### src/rtl/paper_seq_ctrl_pkg.sv
// Shared definitions for the paper processor fetch/execute sequencer:
// opcode encodings and FSM state encoding.
package paper_seq_ctrl_pkg;

    // Instruction opcodes (upper two bits of the instruction word)
    localparam logic [1:0] OP_INC = 2'b00;
    localparam logic [1:0] OP_JNO = 2'b01;
    localparam logic [1:0] OP_HLT = 2'b10;
    localparam logic [1:0] OP_ILL = 2'b11;

    // Sequencer states; ST_PAUSE is only reachable in single-step builds
    typedef enum logic [2:0] {
        ST_IDLE  = 3'd0,
        ST_FETCH = 3'd1,
        ST_EXEC  = 3'd2,
        ST_HALT  = 3'd3,
        ST_PAUSE = 3'd4
    } state_t;

    // Program is considered running in any of these states
    function automatic logic state_is_busy(state_t s);
        return (s == ST_FETCH) || (s == ST_EXEC) || (s == ST_PAUSE);
    endfunction

endpackage

### src/rtl/paper_seq_ctrl_if.sv
// Bus bundle between the sequencer, the program RAM (imem_*) and the
// accumulator datapath (acc_*). The sequencer is the master side.
interface paper_seq_ctrl_if #(
    parameter int AW = 2
);
    logic          imem_rd;
    logic [AW-1:0] imem_addr;
    logic [AW+1:0] imem_data;
    logic          imem_valid;
    logic          acc_inc;
    logic          acc_clr;
    logic          acc_ovf;

    modport master (
        output imem_rd, imem_addr, acc_inc, acc_clr,
        input  imem_data, imem_valid, acc_ovf
    );

    modport slave (
        input  imem_rd, imem_addr, acc_inc, acc_clr,
        output imem_data, imem_valid, acc_ovf
    );
endinterface

### src/rtl/paper_seq_ctrl_pc.sv
// Program counter register for the paper sequencer.
// Control priority: clr > load > inc; increment wraps silently.
module paper_seq_pc #(
    parameter int AW = 2
) (
    input  logic          clk,
    input  logic          rst,
    input  logic          clr_i,
    input  logic          load_i,
    input  logic          inc_i,
    input  logic [AW-1:0] load_val_i,
    output logic [AW-1:0] pc_o
);
    logic [AW-1:0] pc_q;
    logic [AW-1:0] pc_d;

    // Next PC selection with clear taking precedence over load over increment
    always_comb begin
        pc_d = pc_q;
        if (clr_i)       pc_d = '0;
        else if (load_i) pc_d = load_val_i;
        else if (inc_i)  pc_d = pc_q + 1'b1;
    end

    // PC register, cleared asynchronously
    always_ff @(posedge clk or negedge rst) begin
        if (!rst) pc_q <= '0;
        else      pc_q <= pc_d;
    end

    assign pc_o = pc_q;
endmodule

### src/rtl/paper_seq_ctrl.sv
// Fetch/execute sequencer for the 2-bit paper processor.
// Owns the PC (via paper_seq_pc), the instruction register and the
// retired-instruction counter; drives accumulator inc/clr pulses.
// Optional build macro: STEP_MODE_EN adds a step_i input and a PAUSE
// state after every non-halting instruction.
module paper_seq_ctrl
    import paper_seq_ctrl_pkg::*;
#(
    parameter int AW = 2,
    parameter int CW = 8
) (
    input  logic            clk,
    input  logic            rst,
    input  logic            start_i,
`ifdef STEP_MODE_EN
    input  logic            step_i,
`endif
    paper_seq_ctrl_if.master bus,
    output logic [AW-1:0]   pc_o,
    output logic            busy_o,
    output logic            halted_o,
    output logic            err_o,
    output logic [CW-1:0]   instr_cnt_o
);

`ifdef STEP_MODE_EN
    localparam state_t ST_AFTER_EXEC = ST_PAUSE;
`else
    localparam state_t ST_AFTER_EXEC = ST_FETCH;
`endif

    state_t          state_q, state_d;
    logic [AW+1:0]   ir_q;
    logic            err_q;
    logic [CW-1:0]   cnt_q;
    logic            imem_rd_q, acc_inc_q, acc_clr_q, busy_q, halted_q;

    logic            pc_clr, pc_load, pc_inc;
    logic [AW-1:0]   pc;
    logic [1:0]      opcode;
    logic [AW-1:0]   operand;
    logic            launch, fetch_done, in_exec;

    assign opcode     = ir_q[AW+1:AW];
    assign operand    = ir_q[AW-1:0];
    assign launch     = ((state_q == ST_IDLE) || (state_q == ST_HALT)) && start_i;
    assign fetch_done = (state_q == ST_FETCH) && bus.imem_valid;
    assign in_exec    = (state_q == ST_EXEC);

    paper_seq_pc #(.AW(AW)) u_pc (
        .clk        (clk),
        .rst        (rst),
        .clr_i      (pc_clr),
        .load_i     (pc_load),
        .inc_i      (pc_inc),
        .load_val_i (operand),
        .pc_o       (pc)
    );

    // Next-state and PC control decode
    always_comb begin
        state_d = state_q;
        pc_clr  = 1'b0;
        pc_load = 1'b0;
        pc_inc  = 1'b0;
        case (state_q)
            ST_IDLE, ST_HALT: begin
                if (start_i) begin
                    state_d = ST_FETCH;
                    pc_clr  = 1'b1;
                end
            end
            ST_FETCH: begin
                if (bus.imem_valid) state_d = ST_EXEC;
            end
            ST_EXEC: begin
                case (opcode)
                    OP_INC: begin
                        pc_inc  = 1'b1;
                        state_d = ST_AFTER_EXEC;
                    end
                    OP_JNO: begin
                        // Overflow flag is sampled during this EXEC cycle
                        if (bus.acc_ovf) pc_inc  = 1'b1;
                        else             pc_load = 1'b1;
                        state_d = ST_AFTER_EXEC;
                    end
                    default: state_d = ST_HALT;  // HLT and illegal both stop
                endcase
            end
`ifdef STEP_MODE_EN
            ST_PAUSE: begin
                if (step_i) state_d = ST_FETCH;
            end
`endif
            default: state_d = ST_IDLE;
        endcase
    end

    // FSM state and registered outputs, all derived from the next state
    always_ff @(posedge clk or negedge rst) begin
        if (!rst) begin
            state_q   <= ST_IDLE;
            imem_rd_q <= 1'b0;
            busy_q    <= 1'b0;
            halted_q  <= 1'b0;
            acc_clr_q <= 1'b0;
            acc_inc_q <= 1'b0;
        end else begin
            state_q   <= state_d;
            imem_rd_q <= (state_d == ST_FETCH);
            busy_q    <= state_is_busy(state_d);
            halted_q  <= (state_d == ST_HALT);
            acc_clr_q <= launch;
            // Pulse lands in the EXEC cycle of the fetched INC
            acc_inc_q <= fetch_done && (bus.imem_data[AW+1:AW] == OP_INC);
        end
    end

    // Instruction register, error flag and saturating retired counter
    always_ff @(posedge clk or negedge rst) begin
        if (!rst) begin
            ir_q  <= '0;
            err_q <= 1'b0;
            cnt_q <= '0;
        end else begin
            if (fetch_done) ir_q <= bus.imem_data;
            if (launch) begin
                err_q <= 1'b0;
                cnt_q <= '0;
            end else if (in_exec) begin
                if (opcode == OP_ILL) err_q <= 1'b1;
                if (!(&cnt_q))        cnt_q <= cnt_q + 1'b1;
            end
        end
    end

    assign bus.imem_rd   = imem_rd_q;
    assign bus.imem_addr = pc;
    assign bus.acc_inc   = acc_inc_q;
    assign bus.acc_clr   = acc_clr_q;
    assign pc_o          = pc;
    assign busy_o        = busy_q;
    assign halted_o      = halted_q;
    assign err_o         = err_q;
    assign instr_cnt_o   = cnt_q;

endmodule
### src/flat_wrapper.sv
// flat-port wrapper written by rule: the top's interface ports become plain ports
module paper_seq_ctrl_flat import paper_seq_ctrl_pkg::*;
#(
    parameter int AW = 2,
    parameter int CW = 8
)
  (clk, rst, start_i, pc_o, busy_o, halted_o, err_o, instr_cnt_o, bus_imem_rd, bus_imem_addr, bus_acc_inc, bus_acc_clr, bus_imem_data, bus_imem_valid, bus_acc_ovf);
  paper_seq_ctrl_if #(.AW(AW)) bus_i ();
  input  logic clk;
  input  logic rst;
  input  logic start_i;
  output logic [AW-1:0] pc_o;
  output logic busy_o;
  output logic halted_o;
  output logic err_o;
  output logic [CW-1:0] instr_cnt_o;
  output wire logic [$bits(bus_i.imem_rd)-1:0] bus_imem_rd;
  output wire logic [$bits(bus_i.imem_addr)-1:0] bus_imem_addr;
  output wire logic [$bits(bus_i.acc_inc)-1:0] bus_acc_inc;
  output wire logic [$bits(bus_i.acc_clr)-1:0] bus_acc_clr;
  input wire logic [$bits(bus_i.imem_data)-1:0] bus_imem_data;
  input wire logic [$bits(bus_i.imem_valid)-1:0] bus_imem_valid;
  input wire logic [$bits(bus_i.acc_ovf)-1:0] bus_acc_ovf;
  assign bus_imem_rd = bus_i.imem_rd;
  assign bus_imem_addr = bus_i.imem_addr;
  assign bus_acc_inc = bus_i.acc_inc;
  assign bus_acc_clr = bus_i.acc_clr;
  assign bus_i.imem_data = bus_imem_data;
  assign bus_i.imem_valid = bus_imem_valid;
  assign bus_i.acc_ovf = bus_acc_ovf;
  paper_seq_ctrl #(.AW(AW), .CW(CW)) u_core (.clk(clk), .rst(rst), .start_i(start_i), .bus(bus_i), .pc_o(pc_o), .busy_o(busy_o), .halted_o(halted_o), .err_o(err_o), .instr_cnt_o(instr_cnt_o));
endmodule
### config.mk
export PLATFORM = sky130hd
export DESIGN_NAME = paper_seq_ctrl_flat
export DESIGN_NICKNAME = d
export VERILOG_FILES = /design/src/rtl/paper_seq_ctrl_pkg.sv /design/src/rtl/paper_seq_ctrl_if.sv /design/src/rtl/paper_seq_ctrl_pc.sv /design/src/rtl/paper_seq_ctrl.sv /design/src/flat_wrapper.sv
export SDC_FILE = /design/constraint.sdc
export NUM_CORES = 1
export LEC_CHECK = 0
export BUFFER_PORTS_ARGS = -buffer_cell sky130_fd_sc_hd__buf_4
export CAP_MARGIN = 20
export CORE_MARGIN = 2
export CORE_UTILIZATION = 46
export DETAILED_ROUTE_END_ITERATION = 8
export HOLD_SLACK_MARGIN = 0.08
export PLACE_DENSITY_LB_ADDON = 0.25
export SKIP_CTS_REPAIR_TIMING = 1
export SYNTH_ARGS = -nofsm -noshare
export SYNTH_HDL_FRONTEND = slang
export SYNTH_SLANG_ARGS = --single-unit
### constraint.sdc
create_clock -name clk -period 1.6 [get_ports clk]
set_input_delay 0.32 -clock clk [delete_from_list [all_inputs] [get_ports clk]]
set_output_delay 0.32 -clock clk [all_outputs]
set_load 0.02 [all_outputs]
# After elaboration in Yosys (flattened, before gate mapping)
# Cells that the tools add are included.
op_classes:
  add_sub_neg: 2
  eq_ne: 10
  mux: 21
  n_reduce_logical: 17
op_table:
  columns: ["op", "count"]
  rows:
  - ["two-way mux 8 bit", 3]
  - ["equality test 3 x 2 -> 1 bit (second input constant)", 4]
  - ["two-way mux 1 bit", 10]
  - ["one-hot mux 3 bit (3 select lines)", 1]
  - ["adder 8 x 1 -> 8 bit (second input constant)", 1]
  - ["two-way mux 2 bit", 4]
  - ["AND reduction 8 bit", 1]
  - ["equality test 3 x 1 -> 1 bit (second input constant)", 2]
  - ["two-way mux 3 bit", 2]
  - ["logical NOT 2 bit", 2]
  - ["AND reduction 2 bit", 2]
  - ["nonzero test 2 bit", 2]
  - ["OR reduction 2 bit", 2]
  - ["equality test 3 bit (second input constant)", 1]
  - ["logical AND 1 bit", 3]
  - ["logical NOT 3 bit", 1]
  - ["logical OR 1 bit", 3]
  - ["nonzero test 3 bit", 1]
  - ["adder 2 x 1 -> 2 bit (second input constant)", 1]
  - ["equality test 2 x 1 -> 1 bit (second input constant)", 1]
  - ["equality test 2 bit (second input constant)", 1]
  - ["inequality test 2 x 1 -> 1 bit (second input constant)", 1]
  - ["one-hot mux 1 bit (2 select lines)", 1]
totals:
  reg_bits: 23
  elab_cells: 60

# Longest topological paths before layout
depth:
  word_depth: 7
  ltp_mapped: 5
  ltp_nobuf: 5

# Cells and area by module
# Synthesis repeated with hierarchy kept, for this count alone.
hier_totals:
  hier_cells: 98
  hier_area_um2: 1111.1
by_module_without_submodules:
  columns: ["mod", "n_inst", "cells_each", "area_each_um2", "seq_area_each_um2"]
  rows:
  - ["paper_seq_ctrl", 1, 88, 998.5, 525.5]
  - ["paper_seq_pc", 1, 10, 112.6, 50.0]

# Worst setup path before layout
# OpenSTA, ideal clock, no wires.
synth_path:
  path_type: "register -> register"
  startpoint: "register u_core.cnt_q[0] (netlist: u_core.instr_cnt_o[0])"
  endpoint: "register u_core.cnt_q[3] (netlist: u_core.instr_cnt_o[3])"
  arrival_time_ns: 1.667
  required_ns: 1.526
  path_slack_ns: -0.141
  stages_incl_launch_ff: 6
  period_less_slack_ns: 1.741
  cell_sequence: "dfrtp_1 > ha_1 > and4_1 > a21o_4 > or3_1 > a21oi_2"
synth_between:
  elab_chain_cells: 4
synth_lines:
  columns: ["item", "line_no", "rtl"]
  rows:
  - ["start: declaration", "paper_seq_ctrl.sv:35", "logic [CW-1:0] cnt_q;"]
  - ["start signal: assignment", "paper_seq_ctrl.sv:133", "if (!(&cnt_q)) cnt_q <= cnt_q + 1'b1;"]
  - ["adder 8 x 1 -> 8 bit", "paper_seq_ctrl.sv:133", null]
  - ["two-way mux 8 bit", "paper_seq_ctrl.sv:133", null]
  - ["two-way mux 8 bit", "paper_seq_ctrl.sv:131", "end else if (in_exec) begin"]
  - ["two-way mux 8 bit", "paper_seq_ctrl.sv:128", "if (launch) begin"]
# Parallel ways exist; a longest one is shown, timed or not. The select of a mux whose other input is x is not followed.
# A chain may end at the register's enable or synchronous reset.

# Worst setup path in the final report
layout_path:
  startpoint: "register u_core.state_q[2]"
  endpoint: "register u_core.cnt_q[3] (netlist: u_core.instr_cnt_o[3])"
layout_between:
  elab_chain_cells: 5
layout_lines:
  columns: ["item", "line_no", "rtl"]
  rows:
  - ["start: declaration", "paper_seq_ctrl.sv:32", "state_t state_q, state_d;"]
  - ["start signal: assignment", "paper_seq_ctrl.sv:110", "state_q <= state_d;"]
  - ["equality test 3 x 2 -> 1 bit / logical NOT 3 bit (equally long branches)", "paper_seq_ctrl.sv:46", "assign launch = ((state_q == ST_IDLE) || (state_q == ST_HALT)) && start_i;"]
  - ["logical OR 1 bit", "paper_seq_ctrl.sv:46", null]
  - ["logical AND 1 bit", "paper_seq_ctrl.sv:46", null]
  - ["inequality test 2 x 1 -> 1 bit (no line) / nonzero test 2 bit (equally long branches)", null, null]
  - ["AND reduction 2 bit (no line)", null, null]
# Parallel ways exist; a longest one is shown, timed or not.

==> results_dict.tcl <==
set metrics [dict create \
    synthXorXnorAreaFrac 0.04018 \
    dr.pass1.iters 4 \
    synthCells 104 \
    synth_top_cell_by_area "dfrtp_1" \
    vias 883 \
    io_pins 27 \
    crit_required_ns 1.85 \
    grt_first_pass_wirelength_mm 3.712 \
    status "completed" \
    p_leak_nw 0.7375 \
    dpl.hpwl_mm 1.670 \
    timing.final.crit_share 0.9653 \
    avgSynthCellArea_um2 10.48 \
    finalMaxSlewViolations 0 \
    slowest_delay_ns 0.43 \
    hp-class "primary input to register" \
    grt_max_degree 24 \
    crit_path_start_kind "register" \
    ys_warn_count 0 \
    synth-seq-area-share 0.5281 \
    die_h_um 52.68 \
    critPathCaptureType "register" \
    grt_pass1_vias 840 \
    synthDominantCellAreaShare 0.5281 \
    met1_length_mm 1.033 \
    antenna_cells 0 \
    gp_congestion 0.8180 \
    crit_chain "or3b_4 -> a21o_4 -> or3_1 -> a21oi_2" \
    synth.area.mux_share 0.01837 \
    path_delay_family "simple AND/OR/NAND/NOR gates" \
    synth_top_family_by_area "simple AND/OR/NAND/NOR gates" \
    yosys.area_share.simple 0.2434 \
    report.final.setup_viol 0 \
    synth.distinct_cells 38 \
    synth_ff_type "dfrtp_1" \
    overflow 0 \
    syn_nets 114 \
    grt.total_usage 0.1839 \
    wl_met3_um 70 \
    ant_nets 0 \
    clk_latency_ns 0.31 \
    drive_gt1_frac 0.3611 \
    path_max_fanout 2 \
    syn_area_um2 1090 \
    place_ws_ns 0.05618 \
    max_freq_ghz 0.6475 \
    final_area_um2 1435 \
    place_area_um2 1396 \
    wl_met2_mm 1.104 \
    start_util 0.4880 \
    initialDrtViolationCount 11 \
    die_x_um 52.68 \
    cts_buffer_depth 2 \
    clock_sinks 23 \
    finClkSkew_ns 0.007524 \
    fin_hold_ws_ns 0.1699 \
    drc 0 \
    peakVddDrop_uv 565.1 \
    critical-path-slowest-cell "or3b_4" \
    cts_buffers 3 \
    rsz0062_at_grt "false" \
    top_layer "met4" \
    synth_fa_ha_area_frac 0.01148 \
    worst_ep_arrival_time_ns 1.79 \
    ctsHtreeMaxLevel 1 \
    std_cell_rows 17 \
    area_growth_pct 31.69 \
    reg2reg_slack_ns 0.06 \
    synth_compound_area_frac 0.1240 \
    min_period_ns 1.544 \
    cts.clk_slew.worst_paths_ns 0.12 \
    synthTopCellsByArea "dfrtp_1 (53%), nand2_1 (6.2%), nor2_1 (3.4%)" \
    via_per_inst 5.134 \
    hold_viol 0 \
    synth_edf_count 0 \
    portBuffers 26 \
    wl_per_cell_um 13.03 \
    yosys_register_bits 23 \
    power_density_nw_per_um2 811.9 \
    drt-total-wl_mm 2.241 \
    synthArstFlopShare 1.000 \
    tritoncts "built" \
    worstPathBufferInverterCount 0 \
    max_cap_viol_count 0 \
    grt_antenna_before_repair 0 \
    worst_slack_ns 0.05551 \
    die_area_um2 2775 \
    nNetsFinal 155 \
    cts_root_buf "clkbuf_4" \
    critPathKind "register to register" \
    core_area_um2 2233 \
]
per-stage QoR:
stage / setup TNS [ns] / util / power [mW] / instances
6_report: 0 / 0.6426 / 1.165 / 172
5_1_grt: 0 / 0.6426 / 1.235 / 172
4_1_cts: 0 / 0.6370 / 1.180 / 171
3_5_place_dp: 0 / 0.6252 / 0.9145 / 167
3_3_place_gp: 0 / 0.6252 / 0.9060 / 167
2_1_floorplan: -0.05071 / - / 0.8077 / 104
metal layers:
layer  GRT usage  up-vias
li1            -      435
met1      0.2322      426
met2      0.3125       18
met3     0.02571        4
met4     0.07692        0
met5           0        -
power by group:
| part | switching, mW | internal [mW] | leakage, nW | total [mW] |
|---|---|---|---|---|
| logic | 0.125 | 0.111 | 0.419 | 0.236 |
| clock network | 0.166 | 0.0972 | 0.0150 | 0.263 |
| registers | 0.0343 | 0.632 | 0.304 | 0.666 |
synth_stat cells, types with 2 or more instances:
| cell type | number |
|---|---|
| dfrtp_1 | 23 |
| nand2_1 | 18 |
| nor2_1 | 10 |
| nor2b_1 | 4 |
| xor2_1 | 4 |
| a21oi_1 | 3 |
| buf_4 | 3 |
| nand3_1 | 3 |
| a21o_1 | 2 |
| inv_1 | 2 |
| mux2i_1 | 2 |
| nand4_1 | 2 |
| nor3_1 | 2 |
| o21ai_1 | 2 |
flip-flops by register name (all words and copies together) (netlist names):
name                cells
u_core.busy_o           1
u_core.bus.acc_inc      1
u_core.err_o            1
u_core.bus.acc_clr      1
u_core.state_q          3
u_core.ir_q             4
u_core.bus.imem_rd      1
u_core.instr_cnt_o      8
u_core.u_pc.pc_o        2
u_core.halted_o         1
cells by family after synthesis:
kind of cell	after synthesis
AOI/OAI and AO/OA	16
other	1
muxes	2
DFF	23
and+or+nand+nor	50
xor gates and xnor gates	5
buffers and inverters	6
adders and majority gates	1
cell usage in the layout (no fill, tap or decap), types with 2 or more instances in the layout:
| cell type | synthesis | routed |
|---|---|---|
| dfrtp_2 | 0 | 2 |
| nor2_1 | 10 | 10 |
| nor3_1 | 2 | 2 |
| nand2_1 | 18 | 18 |
| inv_1 | 2 | 2 |
| dfrtp_1 | 23 | 21 |
| buf_4 | 3 | 39 |
| mux2i_1 | 2 | 2 |
| nand4_1 | 2 | 2 |
| a21oi_1 | 3 | 3 |
| o21ai_1 | 2 | 2 |
| xor2_1 | 4 | 4 |
| a21o_1 | 2 | 2 |
| nand3_1 | 3 | 3 |
| clkbuf_4 | 0 | 3 |
| nor2b_1 | 4 | 4 |
path summary, 6_finish.rpt:
check,start,end,cells past startpoint
worst max-delay path,u_core.state_q[2],u_core.instr_cnt_o[3],4
worst min-delay path,bus_imem_data[2],u_core.bus.acc_inc,2
worst max register to register,u_core.state_q[2],u_core.instr_cnt_o[3],4
worst min register to register,u_core.ir_q[0],u_core.ir_q[0],2
max in group asynchronous,rst,u_core.instr_cnt_o[0],2
min in group asynchronous,rst,u_core.instr_cnt_o[1],2
worst reg2reg max path: stages (launching register included):
cell,delay (ns)
dfrtp_1,0.40
or3b_4,0.43
a21o_4,0.20
or3_1,0.36
a21oi_2,0.12
cell type report:
class	count	area (um2)
inverters	2	7.507
clock buffers	4	26.28
repair buffers	40	302.8
multi-input cells	75	485.5
flip-flops and latches	23	578.1
well taps	28	35.03
fillers	194	798.3
Note: power is estimated with default switching activity, not from simulation.
